## src/rtl/conv2_mac_sequencer.sv

```systemverilog
// Sequencer for a 6-lane multiply stage. It streams operand groups to the multiplier,
// accumulates the lagging products, and presents one signed result per job.
module conv2_mac_sequencer #(
    parameter int CNT_W = 4,
    parameter int ACC_W = 24
) (
    input  logic                    clk,
    input  logic                    reset,
    input  logic                    start,
    input  logic [CNT_W-1:0]        num_groups,
    input  logic                    op_valid,
    output logic                    op_ready,
    output logic                    mul_enable,
    input  logic                    mul_done,
    input  logic signed [15:0]      prod1,
    input  logic signed [15:0]      prod2,
    input  logic signed [15:0]      prod3,
    input  logic signed [15:0]      prod4,
    input  logic signed [15:0]      prod5,
    input  logic signed [15:0]      prod6,
    output logic                    result_valid,
    output logic signed [ACC_W-1:0] result_data,
    input  logic                    result_ready,
    output logic                    busy
);

    typedef enum logic [1:0] {IDLE, FETCH, DRAIN, OUT} state_t;

    state_t                  state_q, state_d;
    logic [CNT_W-1:0]        remaining_q, remaining_d;
    logic signed [ACC_W-1:0] acc_q, acc_d;
    logic signed [ACC_W-1:0] result_q, result_d;
    logic signed [ACC_W-1:0] prod_sum;
    logic                    job_start;

    function automatic logic signed [ACC_W-1:0] sext(input logic signed [15:0] p);
        sext = {{(ACC_W-16){p[15]}}, p};
    endfunction

    // Lanes are widened before summing so the total wraps only at ACC_W bits.
    assign prod_sum = sext(prod1) + sext(prod2) + sext(prod3)
                    + sext(prod4) + sext(prod5) + sext(prod6);

    assign job_start  = start && (num_groups != '0);
    assign mul_enable = op_valid & op_ready;

    always_ff @(posedge clk or posedge reset) begin
        if (reset) begin
            state_q     <= IDLE;
            remaining_q <= '0;
            acc_q       <= '0;
            result_q    <= '0;
        end else begin
            state_q     <= state_d;
            remaining_q <= remaining_d;
            acc_q       <= acc_d;
            result_q    <= result_d;
        end
    end

    always_comb begin
        state_d = state_q;
        case (state_q)
            IDLE:    if (job_start) state_d = FETCH;
            FETCH:   if (mul_enable && (remaining_q == CNT_W'(1))) state_d = DRAIN;
            DRAIN:   state_d = OUT;
            OUT:     if (result_ready) state_d = IDLE;
            default: state_d = IDLE;
        endcase
    end

    // Products trail the enable by one cycle, so DRAIN catches the last group's sum.
    always_comb begin
        remaining_d = remaining_q;
        acc_d       = acc_q;
        result_d    = result_q;
        case (state_q)
            IDLE: begin
                if (job_start) begin
                    remaining_d = num_groups;
                    acc_d       = '0;
                end
            end
            FETCH: begin
                if (mul_enable) remaining_d = remaining_q - CNT_W'(1);
                if (mul_done)   acc_d = acc_q + prod_sum;
            end
            DRAIN: begin
                if (mul_done) acc_d = acc_q + prod_sum;
                result_d = acc_d;
            end
            default: ;
        endcase
    end

    always_comb begin
        op_ready     = (state_q == FETCH);
        result_valid = (state_q == OUT);
        busy         = (state_q != IDLE);
    end

    assign result_data = result_q;

endmodule

```

## config.mk

```make
export PLATFORM = sky130hd
export DESIGN_NAME = conv2_mac_sequencer
export DESIGN_NICKNAME = d
export VERILOG_FILES = /design/src/rtl/conv2_mac_sequencer.sv
export SDC_FILE = /design/constraint.sdc
export NUM_CORES = 1
export LEC_CHECK = 0
export BUFFER_PORTS_ARGS = -buffer_cell sky130_fd_sc_hd__clkbuf_2
export CORE_MARGIN = 1
export CORE_UTILIZATION = 50
export DETAILED_ROUTE_END_ITERATION = 10
export PLACE_DENSITY_LB_ADDON = 0.3
export SLEW_MARGIN = 10
export SYNTH_ARGS = -nofsm -noshare
export SYNTH_HDL_FRONTEND = slang
export SYNTH_SLANG_ARGS = --single-unit
```

## constraint.sdc

```tcl
create_clock -name clk -period 3.25 [get_ports clk]
set_input_delay 0.975 -clock clk [delete_from_list [all_inputs] [get_ports clk]]
set_output_delay 0.975 -clock clk [all_outputs]
set_load 0.01 [all_outputs]
```

# --- Yosys cells after proc, flatten, opt, wreduce, memory -nomap -nowiden ---
# Index checks and enable logic that the tools add are counted.
word_totals:
  out_inout_bits: 28
  input_bits: 106
  ff_bits: 54
classes:
  bitwise: 1
  reduce_logical: 11
  add_sub_neg: 7
  n_eq_ne: 8
  mux: 10
ops:
  columns: ["operator", "count"]
  rows:
  - ["two-way mux 24 bit", 2]
  - ["one-hot mux 24 bit (2 select lines)", 1]
  - ["adder 24 x 21 -> 24 bit", 1]
  - ["adder 20 x 16 -> 21 bit", 1]
  - ["adder 19 x 16 -> 20 bit", 1]
  - ["adder 18 x 16 -> 19 bit", 1]
  - ["adder 17 x 16 -> 18 bit", 1]
  - ["adder 16 x 16 -> 17 bit", 1]
  - ["two-way mux 4 bit", 2]
  - ["one-hot mux 2 bit (4 select lines)", 1]
  - ["one-hot mux 4 bit (2 select lines)", 1]
  - ["two-way mux 2 bit", 3]
  - ["!= test 2 x 1 -> 1 bit (second input constant)", 3]
  - ["AND reduction 3 bit", 2]
  - ["nonzero test 2 bit", 3]
  - ["== test 2 bit (second input constant)", 2]
  - ["== test 4 x 1 -> 1 bit (second input constant)", 1]
  - ["nonzero test 4 bit", 1]
  - ["subtractor 4 x 1 -> 4 bit (second input constant)", 1]
  - ["== test 2 x 1 -> 1 bit (second input constant)", 1]
  - ["logical AND 1 bit", 2]
  - ["logical NOT 2 bit", 1]
  - ["!= test 2 bit (second input constant)", 1]
  - ["AND reduction 2 bit", 1]
  - ["other kinds (2)", 2]

# --- Longest topological paths before layout ---
# Gate-level depths: netlist of the first run.
depth:
  depth_word: 8
  ltp_mapped: 16
  ltp_nobuf: 15

# --- Least setup slack after synthesis of the first run ---
# No wires, ideal clock.
synth_path:
  kind: "input port to flip-flop"
  start: "in prod4[15]"
  end: "reg acc_q[22]"
  cell_stages: 14
  arrival_time_ps: 4890
  path_slack_ps: -1761
  setup_time_ps: 122
  n_path_buf: 1
  required_ps: 3128
  cell_sequence: "fa_1 > inv_1 > fa_1 > fa_1 > inv_1 > fa_1 > ha_1 > clkbuf_1 > a21o_1 > a21o_1 > a21oi_1 > o21ai_0 > or3_1 > a32o_1"
synth_between:
  elab_chain_len: 6
synth_lines:
  columns: ["element", "line_no", "rtl"]
  rows:
  - ["start: declaration", "18", "input logic signed [15:0] prod4,"]
  - ["adder 18 x 16 -> 19 bit", "42", "+ sext(prod4) + sext(prod5) + sext(prod6);"]
  - ["adder 19 x 16 -> 20 bit", "42", null]
  - ["adder 20 x 16 -> 21 bit", "42", null]
  - ["adder 24 x 21 -> 24 bit", "86, 89", null]
  - ["two-way mux 24 bit", "86", "if (mul_done) acc_d = acc_q + prod_sum;"]
  - ["one-hot mux 24 bit (2 select lines)", "77", "case (state_q)"]
  - ["end signal: assignment", "51", "acc_q <= '0;"]
  - ["end signal: assignment", "56", "acc_q <= acc_d;"]
  - ["end: declaration", "31", "logic signed [ACC_W-1:0] acc_q, acc_d;"]
# Every way passes these cells.
# A chain may end at the register's enable or synchronous reset.

# --- Worst setup path after layout of the first run ---
layout_path:
  start: "in prod4[11]"
  end: "reg result_q[13] (netlist: result_data[13])"
layout_between:
  elab_chain_len: 5
layout_lines:
  columns: ["element", "line_no", "rtl"]
  rows:
  - ["adder 18 x 16 -> 19 bit", "42", null]
  - ["adder 19 x 16 -> 20 bit", "42", null]
  - ["adder 20 x 16 -> 21 bit", "42", null]
  - ["adder 24 x 21 -> 24 bit", "89", "if (mul_done) acc_d = acc_q + prod_sum;"]
  - ["two-way mux 24 bit", null, null]
  - ["end signal: assignment", "57", "result_q <= result_d;"]
  - ["end: declaration", "32", "logic signed [ACC_W-1:0] result_q, result_d;"]
# Every way passes these cells.

==> results.txt, run 1 <==
Clock Skews = 17.1 ps
crit path max-delay cell type = fa_1
routed len/inst = 17.5 microns
Main synth FF type = dfrtp_1
failing checks = setup timing
Longest Clk Path Bufs = 2
Chip Width = 115 microns
Fmax = 206 MHz
row count = 40
CP most frequent cell = fa_1
Ys Warns = 0
# DRC = 0
Worst Tran Pin Value = 728 ps
clk_lat worst skew = 310 ps
largest net degree at the start of global routing = 55
CTS tree = built
n_diodes = 0
Routed Antenna Nets = 0
Setup Slack @ Placement = -1830 ps
largest area contributor in the netlist = fa_1
first-pass GRT wire length = 28.9 mm
clock transition at the registers of the reported paths = 90 ps
Layout area overhead = 47.1%
worst hold path class = reg -> reg
Max Cap Viol = 0
largest family of logic cells by synthesized area = adder cells
met3 Usage GRT = 3.06%
Fin. Hold Viols = 0
hpwl dp = 12.6 mm
share of synthesized registers carrying an async set or reset = 100%
GRT Total Usage = 28.0%
Core ar. = 12200 sq um
CP Capture Point = result_data[13]
Initial Util = 52.2%
CTS Buf Count = 5
FF-to-FF path depth = 11
Compound-Gate Fraction of Synth Area = 16.3%
Synth Area per Inst = 8.62 sq um
met1 usage = 34.0%
Yosys reg bits = 54
total clock sinks = 54
r2r setup slk = 240 ps
Fin Setup TNS = -55370 ps
Mapped Cells = 740
total grt overflow = 0
quantity of I/O buffers inserted on ports = 133
Crit. Startpoint = prod4[11]
final worst setup slack = -1600 ps
fillers = 797
htree depth = 2
WS Path Type = in -> reg
vias in the first global route = 6235
CTS Root Cell = clkbuf_16
Placer Congestion = 0.915
Slew Viols, Final = 0
Top Usage Layer GRT = met2
post-route minimum period = 4850 ps
DRT Pass-1 Iters = 5
syn nets = 966
Worst setup EP type = flip-flop
cells along the critical path = buf_6 > inv_2 > fa_1 > inv_2 > fa_1 > inv_1 > fa_1 > fa_1 > inv_2 > ha_4 > nand2_4 > or3_4 > a211oi_4 > buf_4 > nor2_4 > xor2_2 > o21ai_1
via/cell ratio = 5.51
Period Utilization, post-route = 149%
relative slew slack = 51.5%
Post-Synth XOR/XNOR Area = 1.79%
DIE HEIGHT = 115 microns
CP top delay family = adder cells
startpoint types = primary input
Synth top area share = 27.3%
synth top area cells = fa_1 (27%), dfrtp_1 (21%), inv_1 (12%)
capturing point of the worst reg2reg path = result_data[13]
status = complete, but fails checks
share of cells above drive strength 1 = 44.4%
portion of netlist area occupied by mux cells = 1.43%
data arrival time of the critical path = 5050 ps
total number of vias = 6263
number of distinct library cells after synthesis = 63
IO Pins = 134
commonest non-fill, non-tap cell in the layout = inv_1
reg2reg start = acc_q[12]
WP buf/inv = 6
total die area = 13200 sq um
simple-gate share of the synthesized area = 11.7%
Final nets = 1194
DP Cell Count = 1099
Synth Area in Adders = 33.8%
max incr delay on CP = 550 ps
1st-iter DRT viols = 386
worst-path fanout max = 5
GRT met2 Usage = 50.2%
Worst path depth = 17
CP Data Required Time = 3450 ps
unrepaired setup endpoints after global routing = true
Post-synth EDFFs = 0
final setup violation count = 44
most frequent cells in the layout = inv_1 (159), clkbuf_2 (121), buf_4 (93)
Syn Std Cell Area = 6380 sq um
Post-Layout Cell Count = 1137
Hold Buf Count CTS = 0
Post-Route WL = 19.8 mm
Seq/Total Area, Yosys = 21.2%
initial antenna violation count = 0
==> registers in the layout (all words and copies together) (netlist names) <==
register and cells:
acc_q 24, result_data 24, state_q 2, remaining_q 4
==> through the flow <==
stage,util [%],hold slack [ps],area (sq um)
floorplan,-,456,6750
global placement,66.4,478,8110
detailed placement,66.4,483,8110
CTS,73.7,500,9000
global route,76.8,536,9380
finish,76.8,501,9380
==> Yosys cell counts, types with 3 or more instances <==
master and n:
fa_1 87, inv_1 205, a22o_1 6, dfrtp_1 54
clkbuf_1 18, xnor2_1 9, o21ai_0 38, and3_1 11
a31oi_1 5, ha_1 33, xor2_1 4, o21ai_1 13
o211ai_1 8, a2bb2oi_1 5, nand3_1 20, a32o_1 4
nand2_1 46, nand4_1 5, nor2b_1 3, nor2_1 36
or3_1 10, a21oi_1 40, o21a_1 3, buf_2 6
nor3_1 6, mux2i_1 8, o21bai_1 3, a21o_1 9
==> worst min path at each step <==
stage	from	to	slack [ps]	cells past startpoint
after global routing	acc_q[11]	acc_q[11]	540	1
after CTS	acc_q[11]	acc_q[11]	500	1
after floorplan	acc_q[16]	acc_q[16]	460	2
after detailed placement	acc_q[11]	acc_q[11]	480	1
final	acc_q[11]	acc_q[11]	500	1
after global placement	acc_q[11]	acc_q[11]	480	1
==> routing by layer <==
metal,routed length (microns),vias to the layer above
met5,0,-
met4,923,0
met3,1200,93
met2,10100,310
met1,7590,3065
li1,-,2795
==> logic make-up after synthesis <==
group / Yosys count
buffers and inverters: 232
AO/OA/AOI/OAI: 160
AND/OR/NAND/NOR: 152
adder cells (fa/ha/maj): 120
flip-flops: 54
XOR/XNOR: 13
multiplexers: 9
==> repair_timing <==
action / CTS / global route
setup endpoints to repair: 44 / 45
resized for setup: 115 / 81
pin swaps: 62 / 76
buffers inserted: 20 / 15
hold endpoints to repair: 0 / 0
==> area by class of cell <==
cell class / instances / area (sq um) / area share (%)
Inverter: 205 / 812 / 8.66
Clock buffer: 6 / 129 / 1.37
Clock inverter: 2 / 37.5 / 0.400
Timing Repair Buffer: 248 / 1710 / 18.2
Sequential cell: 54 / 1350 / 14.4
Tap cell: 168 / 210 / 2.24
Multi-Input combinational cell: 454 / 5130 / 54.7
Power of run 1 is not shown: default switching activity piles up to over one toggle a cycle in this logic, so the estimate is an artifact.
==> inputs of run 2 (changes only) <==
--- a/config.mk
+++ b/config.mk
@@ -6,6 +6,7 @@
 export NUM_CORES = 1
 export LEC_CHECK = 0
 export BUFFER_PORTS_ARGS = -buffer_cell sky130_fd_sc_hd__clkbuf_2
+export CORE_ASPECT_RATIO = 1.2
 export CORE_MARGIN = 1
 export CORE_UTILIZATION = 50
 export DETAILED_ROUTE_END_ITERATION = 10
==> results.txt, run 2 (synthesized netlist as in run 1, its figures left out) <==
status = complete, but fails checks
failing checks = setup timing
crit path max-delay cell type = fa_1
vias in the first global route = 6231
Final nets = 1194
Setup Slack @ Placement = -1840 ps
Initial Util = 52.0%
WS Path Type = in -> reg
Core ar. = 12300 sq um
CP Data Required Time = 3450 ps
most frequent cells in the layout = inv_1 (158), clkbuf_2 (121), buf_4 (96)
Layout area overhead = 44.7%
Routed Antenna Nets = 0
hpwl dp = 12.4 mm
Worst Tran Pin Value = 535 ps
final setup violation count = 44
hold slack = 518 ps
n_diodes = 0
worst-path fanout max = 5
cells along the critical path = buf_8 > inv_4 > fa_1 > inv_2 > fa_1 > inv_1 > fa_1 > fa_1 > inv_2 > ha_4 > buf_4 > and3_2 > o2111a_1 > o21a_1 > or3_1 > a32o_1
CTS tree = built
total die area = 13200 sq um
DIE HEIGHT = 126 microns
Fin. Hold Viols = 0
startpoint types = primary input
met3 Usage GRT = 3.42%
largest net degree at the start of global routing = 26
unrepaired setup endpoints after global routing = true
met1 usage = 30.0%
total grt overflow = 0
1st-iter DRT viols = 407
Fmax = 204 MHz
clock transition at the registers of the reported paths = 80 ps
total clock sinks = 54
IO Pins = 134
Slew Viols, Final = 0
max incr delay on CP = 570 ps
htree depth = 2
Finished Core Util = 75.2%
fillers = 808
Period Utilization, post-route = 151%
row count = 44
post-route minimum period = 4900 ps
Max Cap Viol = 0
routed len/inst = 17.4 microns
CP most frequent cell = fa_1
relative slew slack = 63.9%
Post-Route WL = 19.6 mm
clk_lat worst skew = 310 ps
share of cells above drive strength 1 = 43.1%
quantity of I/O buffers inserted on ports = 133
DRT Pass-1 Iters = 6
Top Usage Layer GRT = met2
# DRC = 0
Clock Skews = 8.71 ps
total number of vias = 6251
Worst setup EP type = flip-flop
CTS Buf Count = 5
Hold Buf Count CTS = 0
via/cell ratio = 5.53
Placer Congestion = 0.873
first-pass GRT wire length = 28.2 mm
Longest Clk Path Bufs = 2
initial antenna violation count = 0
commonest non-fill, non-tap cell in the layout = inv_1
GRT Total Usage = 26.6%
data arrival time of the critical path = 5100 ps
final worst setup slack = -1650 ps
Chip Width = 105 microns
GRT met2 Usage = 50.6%
worst hold path class = reg -> reg
CTS Root Cell = clkbuf_16
run 2: cell types whose count changed in the layout (fill, tap and decap cells not counted), sizes merged:
cell,before,now
inv,205,207
bufinv,1,0
clkinvlp,1,0
clkbuf,130,129
clkinv,0,1
run 2: area by class of cell:
class | count | area [sq um] | share of cell area (%)
Clock buffer | 5 | 125 | 1.36
Clock inverter | 3 | 28.8 | 0.312
Inverter | 205 | 820 | 8.88
Multi-Input combinational cell | 454 | 4990 | 54.1
Sequential cell | 54 | 1350 | 14.6
Tap cell | 161 | 201 | 2.18
Timing Repair Buffer | 248 | 1710 | 18.5
run 2: per-stage QoR:
stage                     instances  instance area (sq um)  TNS (ps)
final                          1130                   9230    -55920
after global routing           1130                   9230    -60580
after CTS                      1114                   8790    -51330
after detailed placement       1086                   8070    -67920
after floorplan                 740                   6750    -50810
after global placement         1086                   8070    -66800
run 2: worst paths after layout:
path	slack [ps]	start	endpoint	cells past startpoint
setup / recovery	-1650	prod4[11]	acc_q[22]	16
hold / removal	520	acc_q[11]	acc_q[11]	1
setup reg to reg	270	acc_q[11]	acc_q[22]	10
hold reg to reg	520	acc_q[11]	acc_q[11]	1
max in group asynchronous	2040	reset	result_data[9]	3
min in group asynchronous	570	reset	result_data[18]	2
run 2: timing repair:
| item | CTS | global route |
|---|---|---|
| gates resized for setup | 80 | 97 |
| setup endpoints to repair | 44 | 45 |
| buffers inserted | 20 | 20 |
| pin swaps | 61 | 65 |
| endpoints found under the hold margin | 0 | 0 |
run 2: per-layer routing:
layer	wire length (microns)	part of all wire, %
met4	959	4.9
met3	1360	6.9
met1	6930	35
met5	0	0
met2	10400	53
run 2: worst max-delay path, delay by kind of cell:
kind            cells  cell delay [ps]
compound gates      3              700
fa+ha+maj           5             2380
simple gates        2              600
buf+inv             6              410
Power of run 2 is left out for the same reason.
